## config.mk

```make
export PLATFORM = sky130hd
export DESIGN_NAME = lfsr_bus_interface_n
export DESIGN_NICKNAME = d
export VERILOG_FILES = /design/src/rtl/lfsr_bus_interface_n.sv
export SDC_FILE = /design/constraint.sdc
export NUM_CORES = 1
export LEC_CHECK = 0
export CAP_MARGIN = 25
export CORE_ASPECT_RATIO = 1.1
export CORE_MARGIN = 2
export CORE_UTILIZATION = 45
export CTS_CLUSTER_DIAMETER = 150
export DETAILED_ROUTE_END_ITERATION = 8
export PLACE_DENSITY_LB_ADDON = 0.12
export SETUP_SLACK_MARGIN = 0.1
export SLEW_MARGIN = 15
export SYNTH_ARGS = -nofsm -noshare
export SYNTH_HDL_FRONTEND = slang
export SYNTH_SLANG_ARGS = --single-unit
```

## constraint.sdc

```tcl
create_clock -name clk -period 3.3 [get_ports clk]
set_clock_uncertainty 0.1 [all_clocks]
set_input_delay 0.825 -clock clk [delete_from_list [all_inputs] [get_ports clk]]
set_output_delay 0.825 -clock clk [all_outputs]
set_load 0.1 [all_outputs]
```

## src/rtl/lfsr_bus_interface_n.sv

```systemverilog
// Bank of NUM_CH independent Galois LFSRs behind one bus port with base-address decode.
// One read is served per rd assertion; the bus can also reseed any channel.
module lfsr_bus_interface_n #(
    parameter int                NUM_CH    = 16,
    parameter int                DATA_W    = 32,
    parameter int                ADDR_W    = 4,
    parameter int                BASE_ADDR = 0,
    parameter logic [DATA_W-1:0] TAPS      = 32'h80200003,
    parameter logic [DATA_W-1:0] SEED      = 32'hACE1ACE1
) (
    input  logic              clk,
    input  logic              rst,
    input  logic [ADDR_W-1:0] a,
    input  logic              rd,
    input  logic              wr,
    input  logic [DATA_W-1:0] wdata,
    output logic [DATA_W-1:0] d,
    output logic              d_valid,
    output logic              ack,
    output logic              err
);

    localparam int CH_W = (NUM_CH > 1) ? $clog2(NUM_CH) : 1;
    localparam logic [ADDR_W:0] BASE_EXT = (ADDR_W+1)'(BASE_ADDR);
    localparam logic [ADDR_W:0] NUM_EXT  = (ADDR_W+1)'(NUM_CH);

    typedef enum logic [1:0] {
        IDLE = 2'd0,
        RD   = 2'd1,
        HOLD = 2'd2
    } state_t;

    state_t            state;
    logic [DATA_W-1:0] lfsr [NUM_CH];
    logic [CH_W-1:0]   ch_q;
    logic [ADDR_W:0]   offset;
    logic              hit;
    logic [CH_W-1:0]   ch;

    // An address below the base wraps to a value above 2^ADDR_W, so one compare covers both bounds.
    assign offset = {1'b0, a} - BASE_EXT;
    assign hit    = (offset < NUM_EXT);
    assign ch     = CH_W'(offset);

    function automatic logic [DATA_W-1:0] reset_seed(input int idx);
        logic [DATA_W-1:0] v;
        v = SEED ^ DATA_W'(idx);
        return (v == '0) ? DATA_W'(1) : v;
    endfunction

    function automatic logic [DATA_W-1:0] step(input logic [DATA_W-1:0] s);
        return (s >> 1) ^ (s[0] ? TAPS : '0);
    endfunction

    always_ff @(posedge clk) begin
        if (!rst) begin
            state   <= IDLE;
            ch_q    <= '0;
            d       <= '0;
            d_valid <= 1'b0;
            ack     <= 1'b0;
            err     <= 1'b0;
            for (int i = 0; i < NUM_CH; i++) begin
                lfsr[i] <= reset_seed(i);
            end
        end else begin
            d       <= '0;
            d_valid <= 1'b0;
            ack     <= 1'b0;
            err     <= 1'b0;
            case (state)
                IDLE: begin
                    if (rd) begin
                        // A simultaneous write is dropped and flagged; the read still goes ahead.
                        err <= wr || !hit;
                        if (hit) begin
                            ch_q  <= ch;
                            state <= RD;
                        end else begin
                            state <= HOLD;
                        end
                    end else if (wr) begin
                        if (hit) begin
                            lfsr[ch] <= (wdata == '0) ? reset_seed(int'(ch)) : wdata;
                            ack      <= 1'b1;
                        end else begin
                            err <= 1'b1;
                        end
                    end
                end
                RD: begin
                    d          <= lfsr[ch_q];
                    d_valid    <= 1'b1;
                    lfsr[ch_q] <= step(lfsr[ch_q]);
                    state      <= HOLD;
                end
                HOLD: begin
                    if (!rd) begin
                        state <= IDLE;
                    end
                end
                default: state <= IDLE;
            endcase
        end
    end

endmodule

```

Yosys cells after proc, flatten, opt, wreduce, memory -nomap -nowiden. Memory sizes are Yosys's and may differ from the RTL's. A register that Yosys moved wholly into a read port is not among the register bits. Cells that the tools add are included.

Logic and storage cells: 53. Register bits after elaboration: 41. Memories: 1. Bits in writable memories: 512.

Memories: lfsr (words 16, width 32, rd ports 1, clocked after memory_dff 1, wr ports 16, line 34) `logic [DATA_W-1:0] lfsr [NUM_CH];`.

Equality and inequality tests: 4. Muxes and demuxes: 28. Reductions and logical operators: 11. Order comparisons: 1. Bitwise logic cells: 2.

Operators with widths (number): 2-to-1 mux 32 bit (5); zero test 32 bit (2); OR reduction 32 bit (2); XOR 31 x 32 -> 32 bit (1); 2-to-1 mux 4 bit (4); inverter 1 -> 16 bit (1); 2-to-1 mux 1 bit (15); 2-to-1 mux 2 bit (3); one-hot mux 2 bit (3 select lines) (1); AND reduction 2 bit (3); < comparator 4 x 5 -> 1 bit (second input constant) (1); != test 2 bit (second input constant) (2); AND reduction 3 bit (1); equality test 2 x 1 -> 1 bit (second input constant) (1); equality test 2 bit (second input constant) (1); zero test 2 bit (1); zero test 1 bit (1); logical OR 1 bit (1).

Depth between registers and ports, before layout. Gate-level depths: netlist of run 1.

Depth after elaboration: 10. Mapped depth: 10. Depth with buffers taken out: 7.

Worst setup path after synthesis of run 1. No wires, ideal clock.

Path type: input port to flip-flop. From: in rst. To: mem lfsr[9][0] (enable). Arrival: 2.884 ns. Required time: 2.722 ns. Setup time: 0.478 ns. Slack: -0.162 ns. Buffers on the path: 3. Stages on the path: 8. Path through: and2b_1 -> nand2_1 -> buf_2 -> buf_1 -> o21ai_0 -> nand2_1 -> clkbuf_1 -> nand2_1.

RTL lines: start, declared (line 12) `input logic rst,`; end, declared (line 34).

==> flow_summary_export.csv, run 1 <==
group,metric,value,unit
outcome,outcome,"complete, no violations",
critical_path,slowest_delay,0.82,ns
worst_hold_path,hold_class,"reg2reg",
sta,setup_violations,0,
clock_network,cts_buffers,56,
synth,ys_warn_count,0,
synth,synthesis.nets,1601,
run,maxCapViolations,0,
detailed_routing,dr.pass1.iters,6,
synth,seq_area_frac_synth,67.79,%
sta,fin_crit_sh,95.92,%
critical_path,crit_arrival,3.42,ns
power_and_ir_drop,vdd_drop_max,386.5,uV
detailed_routing,drc,0,
synth,synth_area,24010,um2
floorplanning,die_h,246.3,um
detailed_routing,routedWlPerCell,28.60,um
floorplanning,die_w,224.2,um
critical_path,cp_cell_sequence,"clkdlybuf4s50_1 > nor4_2 > nand4_1 > buf_4 > nor2_2 > buf_4 > nor2_4 > buf_12 > a21oi_4 > buf_12 > nor2_1",
final_layout,drive_gt1_share,29.05,%
floorplanning,fp-row-count,88,
global_routing,use_met1,35.97,%
sta,tns,0,ns
critical_path,path_buf_inv,5,
critical_path,rr_endpoint,"lfsr[8][26]$_SDFFCE_PN1P_",
clock_network,root_buffer,"clkbuf_16",
synth,synthAdderAreaFrac,0,%
final_layout,stdcell_area,28920,um2
power_and_ir_drop,p_seq_share,49.9,%
power_and_ir_drop,p_per_area,550.5,nW/um2
clock_network,cts_htree_levels,2,
clock_network,cts_tree,"built",
synth,synthXorXnorAreaFrac,0.1459,%
global_routing,met3_usage,5.558,%
global_routing,grt_pass1_wl,102300,um
power_and_ir_drop,p_sw,3.708,mW
global_routing,grt_pass1_vias,14720,
global_routing,grt_start_max_net_pins,38,
final_layout,fill_cells,4209,
synth,syn_area_per_cell,15.38,um2
global_routing,track_usage,26.23,%
sta,slew_headroom,30.22,%
synth,synth-compound-area-share,2.429,%
final_layout,nNetsFinal,1783,
critical_path,cp_slowest_cell,"nor4_2",
sta,fmax,315.9,MHz
worst_hold_path,hp-start,"state[0]$_SDFFE_PN0P_",
power_and_ir_drop,leakage,8.792,nW
final_layout,diodes,0,
synth,syn_inst,1561,
synth,synthSimpleGateAreaFrac,11.62,%
clock_network,clkTransAtPathRegs,0.06,ns
placed_design,dp_cells,2356,
worst_hold_path,hold_end,"ack$_DFF_P_",
worst_hold_path,holdPathStages,1,
global_routing,grt-busiest-layer,"met2",
final_layout,syn_to_final_growth,20.48,%
floorplanning,initial_core_util,45.62,%
floorplanning,dieArea,55220,um2
critical_path,worstPathRequired,3.55,ns
sta,tightest_slew,1.040,ns
critical_path,crit_type,"in2reg",
detailed_routing,vias,14355,
global_routing,grtUsageMet2,42.56,%
clock_network,cts.sinks,557,
placed_design,place_congestion,0.8375,
synth,yosys.cell_types.count,44,
detailed_routing,routed_via_density,5.824,
clock_network,clk_path_buf_depth,3,
critical_path,endpoint_kind,"flop",
detailed_routing,drt_iter0_drc,1582,
placed_design,place_area,26950,um2
critical_path,critPathMaxFanout,16,
detailed_routing,ant_nets,0,
sta,period_needed,3.166,ns
detailed_routing,routed_wl,70490,um
global_routing,grt-ovfl-total,0,
synth,muxShareOfSynthArea,14.95,%
sta,drv_slew,0,
sta,hold_violations,0,
clock_network,insertion_delay,0.62,ns
power_and_ir_drop,clockPowerShare,40.3,%
floorplanning,io_pins,75,
floorplanning,coreArea,52630,um2
sta,rsz0062_at_grt,"no",
global_routing,antenna_found_initial,1,
sta,whs,0.4139,ns
critical_path,reg2regPathDepth,6,
power_and_ir_drop,switching_share,23.29,%
placed_design,portBuffers,74,
power_and_ir_drop,p_int,12.21,mW
critical_path,cp_top_family,"simple AND/OR/NAND/NOR gates",
critical_path,rrSetupSlack,0.26,ns
placed_design,dp_hpwl,44190,um
synth,ys_ff_latch,557,
power_and_ir_drop,p_comb_share,9.8,%
synth,synth_top_family_by_area,"multiplexers",
critical_path,start_kind,"input port",
final_layout,stdcell_count,2465,
[layer usage]
metal / vias to the layer above / routed length (um)
met5: - / 0
met4: 0 / 1825
met3: 104 / 6196
met2: 612 / 33730
met1: 7506 / 28740
li1: 6133 / -
[timing repair]
action | 4_1_cts | 5_1_grt
resized for setup | 0 | 5
setup buffers | 0 | 4
hold endpoints to repair | 0 | 0
hold buffers | 0 | 0
endpoints found under the setup margin | 2 | 384
pin swaps | 2 | 4
[how the worst max path moves through the flow]
| stage | start | to | cells after the start |
|---|---|---|---|
| 6_report | wdata[17] | lfsr[7][25]$_SDFFCE_PN0P_ | 11 |
| 3_3_place_gp | wdata[19] | lfsr[2][25]$_SDFFCE_PN0P_ | 11 |
| 2_1_floorplan | rst | lfsr[11][0]$_SDFFCE_PN0P_ | 8 |
| 3_5_place_dp | wdata[19] | lfsr[0][25]$_SDFFCE_PN0P_ | 11 |
| 4_1_cts | flop | lfsr[0][0]$_SDFFCE_PN1P_ | 7 |
| 5_1_grt | wdata[17] | lfsr[7][28]$_SDFFCE_PN0P_ | 11 |
[Yosys cell counts, drive strengths merged]
cell	count	share of area, %
a21oi	18	1.0
nor2	273	4.7
nor4	8	0.21
o21a	21	0.66
and2	28	0.99
or3	2	0.052
o31ai	1	0.031
a31o	1	0.036
a21o	3	0.094
a31oi	3	0.078
buf	62	2.2
dfxtp	45	3.8
inv	3	0.047
nor3b	3	0.094
o21ai	7	0.15
nand2b	3	0.078
nand2	308	4.8
clkbuf	50	0.78
xor2	2	0.073
xnor2	2	0.073
mux4	154	14
o22ai	2	0.052
a22oi	2	0.063
o31a	1	0.036
nand3b	1	0.031
nand4	2	0.052
and2b	1	0.031
edfxtp	512	64
and3	3	0.078
nand3	7	0.15
a211oi	5	0.16
a21boi	1	0.031
nor2b	10	0.26
nor3	5	0.10
mux2i	12	0.50
[cell type report]
class	instances	area (um2)	area share (%)
Inverter	3	11.26	0.03893
Sequential cell	557	16290	56.31
Multi-Input combinational cell	889	7121	24.62
Clock inverter	13	151.4	0.5234
Timing Repair Buffer	236	2808	9.707
Clock buffer	92	1700	5.879
Tap cell	675	844.6	2.920
[per-stage QoR]
step | util, % | power (mW) | worst slack, ns
after floorplan | - | 8.955 | -0.1365
after global placement | 51.18 | 9.611 | -0.9263
after detailed placement | 51.21 | 9.628 | -0.4047
after CTS | 54.73 | 15.99 | 0.1199
after global routing | 54.96 | 16.34 | 0.1042
final | 54.96 | 15.92 | 0.1345
[registers in the layout (all words and copies together) (netlist names), named ones only]
register / count
err: 1
d_valid: 1
lfsr: 512
d: 32
ch_q: 4
ack: 1
state: 2
[power by group through the flow]
| stage | Sequential, mW | Clock, mW | Combinational [mW] |
|---|---|---|---|
| floorplan | 8.15 | 0 | 0.800 |
| global placement | 8.08 | 0 | 1.53 |
| CTS | 7.94 | 6.51 | 1.54 |
| finish | 7.94 | 6.42 | 1.56 |
| detailed placement | 8.09 | 0 | 1.54 |
| global route | 7.95 | 6.76 | 1.63 |
[logic make-up after synthesis]
| family | Yosys count |
|---|---|
| XOR/XNOR | 4 |
| flip-flops | 557 |
| AND/OR/NAND/NOR | 654 |
| AO/OA/AOI/OAI | 65 |
| buffers and inverters | 115 |
| multiplexers | 166 |
[placed cells by master, fill, tap and decap left out, types with 5 or more instances in the layout]
cell type and instances:
clkbuf_1 23, nor2_4 14, nor2_2 8, o21ai_0 5
clkdlybuf4s50_1 39, clkinv_2 6, dfxtp_1 41, buf_12 75
a211oi_1 5, buf_4 122, nor2b_1 10, nand3_1 7
nand2_2 16, and2_4 25, o21a_1 21, clkbuf_8 10
edfxtp_1 512, nor3_1 5, nor4_1 5, a21oi_4 17
mux2i_1 12, clkbuf_16 59, nand2_1 292, mux4_2 154
nor2_1 251
Power figures use the tool's default switching activity.
==> run 2: changes to the inputs <==
Settings changed: CORE_MARGIN 2 to unset.
==> run 2 against run 1 <==
  * Combinational power barely moved
  * Cell count barely moved
  * Sequential share of layout area rose by 0.63 points
  * Critical path depth fell by 4
  * Total power fell by 1.5%
  * Sequential power barely moved
  * Routed wire length fell by 0.90%
  * First-iteration DRC count fell by 0.51%
  * Design area fell by 1.1%
  * Register-to-register slack got worse by 0.03 ns
  * Global-route usage rose by 0.063 points
==> flow_summary_export.csv, run 2 (same netlist as run 1, synthesis figures left out) <==
group,metric,value,unit
power_and_ir_drop,vdd_drop_max,366.0,uV
final_layout,multi_input_area,7099,um2
final_layout,diodes,0,
critical_path,slowest_delay,0.54,ns
critical_path,crit_arrival,3.32,ns
final_layout,final_common_cell,"edfxtp_1",
critical_path,endpoint_kind,"flop",
placed_design,dp_hpwl,45140,um
sta,rsz0062_at_grt,"no",
floorplanning,io_pins,75,
worst_hold_path,hold_class,"reg2reg",
final_layout,syn_to_final_growth,19.14,%
clock_network,insertion_delay,0.62,ns
detailed_routing,vias,14469,
global_routing,grt_pass1_wl,100800,um
final_layout,stdcell_count,2464,
worst_hold_path,hold_end,"state[1]$_SDFFE_PN0P_",
clock_network,cts_htree_levels,2,
clock_network,root_buffer,"clkbuf_16",
power_and_ir_drop,p_per_area,548.3,nW/um2
power_and_ir_drop,leakage,8.685,nW
sta,setup_violations,0,
critical_path,crit_top_cell,"mux4_2",
placed_design,portBuffers,74,
global_routing,grt_pass1_vias,14494,
clock_network,cts_resized,0,
placed_design,place_area,26750,um2
sta,period_needed,3.065,ns
final_layout,stdcell_area,28600,um2
sta,fin_crit_sh,92.89,%
final_layout,fill_cells,4226,
critical_path,cp_cell_sequence,"buf_12 > buf_4 > mux4_2 > mux4_2 > and2_4 > nor2_4 > nand2_1",
floorplanning,dieArea,54280,um2
global_routing,track_usage,26.29,%
detailed_routing,drt_iter0_drc,1574,
final_layout,largest_register_ffs,512,
outcome,outcome,"complete, no violations",
final_layout,drive_gt1_share,28.51,%
clock_network,clk_path_buf_depth,3,
clock_network,post_cts_buffers,0,
detailed_routing,routed_wl,69860,um
sta,drv_slew,0,
clock_network,clkTransAtPathRegs,0.06,ns
sta,setup_slack,0.2348,ns
critical_path,worstPathRequired,3.56,ns
critical_path,reg2regPathDepth,7,
critical_path,start_kind,"flop",
worst_hold_path,hp-start,"state[1]$_SDFFE_PN0P_",
floorplanning,coreArea,52520,um2
sta,tns,0,ns
final_layout,seqCellArea,16290,um2
placed_design,post-place-ws,-0.4550,ns
run,maxCapViolations,0,
critical_path,crit_type,"reg2reg",
placed_design,place_congestion,0.8420,
final_layout,layout_common_cells,"edfxtp_1, nand2_1, nor2_1",
detailed_routing,routedWlPerCell,28.35,um
critical_path,critPathMaxFanout,36,
global_routing,grt-ovfl-total,0,
detailed_routing,routed_via_density,5.872,
clock_network,postCtsHoldBufs,0,
clock_network,cts_buffers,56,
detailed_routing,dr.pass1.iters,5,
final_layout,nNetsFinal,1781,
placed_design,dp_cells,2355,
detailed_routing,ant_nets,0,
final_layout,top_register,"lfsr",
clock_network,cts_tree,"built",
sta,hold_violations,0,
worst_hold_path,holdPathStages,2,
detailed_routing,drc,0,
global_routing,antenna_found_initial,1,
floorplanning,fp-row-count,88,
sta,slew_headroom,52.11,%
sta,fmax,326.2,MHz
final_layout,largestRegisters,"lfsr x512, d x32, ch_q x4",
global_routing,grt_start_max_net_pins,37,
critical_path,rr_endpoint,"lfsr[5][23]$_SDFFCE_PN1P_",
floorplanning,initial_core_util,45.71,%
sta,tightest_slew,0.7118,ns
critical_path,cp_slowest_cell,"mux4_2",
floorplanning,die_h,244.3,um
clock_network,cts.sinks,557,
critical_path,rrSetupSlack,0.23,ns
floorplanning,die_w,222.2,um
-- run 2: cell count changes in the layout (fill, tap and decap cells not counted), moves of 3 or more --
cell and change:
buf_4 +12, buf_12 -18, clkbuf_1 +9, clkinv_2 -3
nor4_1 +3
-- run 2: critical path: cells and delay by family, from the launching register on --
kind	cells	cell delay, ns
DFF	1	0.37
and+or+nand+nor	3	0.68
buffers and inverters	2	0.57
muxes	2	1.03
-- run 2: area by class of cell --
class | instances | area share (%)
multi-input combinational | 889 | 24.82
clock buffer | 100 | 5.975
clock inverter | 6 | 0.2275
sequential | 557 | 56.94
tap | 675 | 2.953
inverter | 3 | 0.03937
timing repair buffer | 234 | 9.042
-- run 2: stage by stage --
step           utilization, %  hold slack, ns  power, mW
3_3_place_gp            50.94          0.3995      9.600
5_1_grt                 54.46          0.4494      16.10
4_1_cts                 54.32          0.4248      15.77
6_report                54.46          0.4236      15.68
3_5_place_dp            50.94          0.4138      9.612
2_1_floorplan               -          0.3528      8.955
-- run 2: how the worst max path moves through the flow --
stage / startpoint / endpoint / slack [ns] / cells after the start
floorplan: rst / lfsr[11][0]$_SDFFCE_PN0P_ / -0.14 / 8
global route: flop / lfsr[0][23]$_SDFFCE_PN1P_ / 0.10 / 7
finish: flop / lfsr[5][23]$_SDFFCE_PN1P_ / 0.23 / 7
detailed placement: wdata[4] / lfsr[3][30]$_SDFFCE_PN0P_ / -0.46 / 8
CTS: flop / lfsr[0][21]$_SDFFCE_PN1P_ / 0.12 / 9
global placement: wdata[4] / lfsr[0][30]$_SDFFCE_PN0P_ / -0.56 / 8
-- run 2: power by group --
part,switching (mW),internal [mW]
registers,0.0810,7.86
logic,0.945,0.587
clock network,2.66,3.55
-- run 2: metal layers --
| metal | global-route usage [%] | vias up | wire length [um] |
|---|---|---|---|
| met5 | 0 | - | 0 |
| met4 | 7.190 | 0 | 1698 |
| met3 | 6.692 | 109 | 7033 |
| met2 | 41.92 | 704 | 33350 |
| met1 | 35.93 | 7524 | 27780 |
| li1 | - | 6132 | - |
==> run 3: changes to the inputs <==
Settings changed: CORE_MARGIN set to 2, CORE_UTILIZATION 45 to 31.
==> run 3 against run 2 <==
  * Routed wire length rose by 12%
  * Clock-buffer cell count fell by 14
  * Clock power rose by 5.6%
  * Total power rose by 2.6%
  * Critical path depth rose by 2
  * Non-clock buffer count rose by 10
  * Global-route usage fell by 6.5 points
  * First-iteration DRC count fell by 21%
  * Largest cell class unchanged
  * Largest power group unchanged
==> flow_summary_export.csv, run 3 (same netlist as run 1, synthesis figures left out) <==
group,metric,value,unit
sta,tns,0,ns
global_routing,grtUsageMet2,32.47,%
sta,fin_crit_sh,95.34,%
detailed_routing,drt_iter0_drc,1250,
clock_network,cts.sinks,557,
outcome,outcome,"complete, no violations",
power_and_ir_drop,leakage,8.842,nW
global_routing,use_met1,27.58,%
clock_network,clkTransAtPathRegs,0.06,ns
clock_network,root_buffer,"clkbuf_16",
placed_design,portBuffers,74,
sta,slew_headroom,25.16,%
final_layout,seqCellArea,16290,um2
final_layout,syn_to_final_growth,22.53,%
sta,whs,0.4187,ns
global_routing,grt-ovfl-total,0,
floorplanning,coreArea,77110,um2
final_layout,layout_common_cells,"edfxtp_1, nand2_1, nor2_1",
sta,tightest_slew,1.116,ns
global_routing,grt_start_max_net_pins,40,
global_routing,grt_pass1_vias,14726,
critical_path,endpoint_kind,"flop",
placed_design,dp_hpwl,50580,um
final_layout,nNetsFinal,1795,
floorplanning,io_pins,75,
detailed_routing,routed_via_density,5.029,
final_layout,top_register,"lfsr",
global_routing,met3_usage,2.947,%
sta,period_needed,3.146,ns
final_layout,stdcell_count,2841,
detailed_routing,routed_wl,78030,um
final_layout,fill_cells,7325,
floorplanning,die_w,269.3,um
clock_network,cts_buffers,60,
final_layout,multi_input_area,7101,um2
critical_path,crit_arrival,3.43,ns
clock_network,cts_htree_levels,2,
detailed_routing,vias,14288,
detailed_routing,routedWlPerCell,27.47,um
clock_network,insertion_delay,0.64,ns
floorplanning,dieArea,79690,um2
sta,hold_violations,0,
floorplanning,die_h,295.9,um
critical_path,worstPathRequired,3.58,ns
final_layout,diodes,0,
global_routing,antenna_found_initial,2,
floorplanning,initial_core_util,31.13,%
clock_network,post_cts_buffers,0,
global_routing,grt_pass1_wl,111400,um
clock_network,clk_path_buf_depth,3,
power_and_ir_drop,p_per_area,546.8,nW/um2
power_and_ir_drop,vdd_drop_max,417.8,uV
sta,drv_slew,0,
worst_hold_path,hold_class,"reg2reg",
final_layout,final_common_cell,"edfxtp_1",
sta,fmax,317.8,MHz
global_routing,track_usage,19.76,%
final_layout,largestRegisters,"lfsr x512, d x32, ch_q x4",
final_layout,largest_register_ffs,512,
detailed_routing,ant_nets,0,
placed_design,dp_cells,2728,
critical_path,critPathMaxFanout,16,
global_routing,grt-busiest-layer,"met2",
placed_design,place_congestion,0.8479,
final_layout,post-route-util,38.15,%
detailed_routing,dr.pass1.iters,5,
sta,rsz0062_at_grt,"no",
critical_path,crit_type,"in2reg",
critical_path,start_kind,"input port",
final_layout,drive_gt1_share,29.84,%
clock_network,cts_tree,"built",
floorplanning,fp-row-count,107,
run,maxCapViolations,0,
detailed_routing,drc,0,
sta,setup_violations,0,
==> run 3: worst paths after layout <==
kind,from,endpoint,slack [ns],cells after the start
setup / recovery,wdata[19],lfsr[13][25]$_SDFFCE_PN0P_,0.15,9
hold reg to reg,state[0]$_SDFFE_PN0P_,ack$_DFF_P_,0.42,1
hold / removal,state[0]$_SDFFE_PN0P_,ack$_DFF_P_,0.42,1
setup reg to reg,flop,lfsr[0][23]$_SDFFCE_PN1P_,0.25,8
==> run 3: final cells by class <==
| cell class | count | area share, % |
|---|---|---|
| Sequential cell | 557 | 55.37 |
| Multi-Input combinational cell | 889 | 24.14 |
| Clock buffer | 86 | 5.882 |
| Clock inverter | 27 | 0.6380 |
| Timing Repair Buffer | 244 | 9.536 |
| Tap cell | 1035 | 4.402 |
| Inverter | 3 | 0.03828 |
==> run 3: repair_timing <==
item,4_1_cts,5_1_grt
pin swaps,0,0
hold buffers,0,0
endpoints found under the hold margin,0,0
setup endpoints to repair,15,16
resized for setup,2,1
==> run 3: power breakdown <==
group          total (mW)  internal, mW  switching [mW]  leakage (nW)
sequential           7.93          7.86          0.0766          4.76
clock                6.56          3.71            2.85         0.940
combinational        1.59         0.609           0.981          3.14
==> run 3: metrics by stage <==
stage	power [mW]	worst slack (ns)	instance area, um2
4_1_cts	16.27	0.1103	29410
5_1_grt	16.61	0.1098	29420
3_3_place_gp	9.683	-0.4058	27460
2_1_floorplan	8.955	-0.1365	24030
6_report	16.09	0.1538	29420
3_5_place_dp	9.691	-0.4167	27480
==> run 3: layer usage <==
metal | share of wire [%] | up-vias
met5 | 0 | -
met4 | 2.3 | 0
li1 | - | 6164
met3 | 5.1 | 95
met2 | 48 | 427
met1 | 45 | 7602
==> run 3: worst max-delay path, cell delays in order <==
cell and delay (ns):
clkdlybuf4s50_1 0.47, nor4_1 0.54, nand4_1 0.42, nor2_2 0.33, nor2_4 0.14, buf_12 0.21, a21oi_4 0.24, buf_12 0.17
nor2_1 0.05
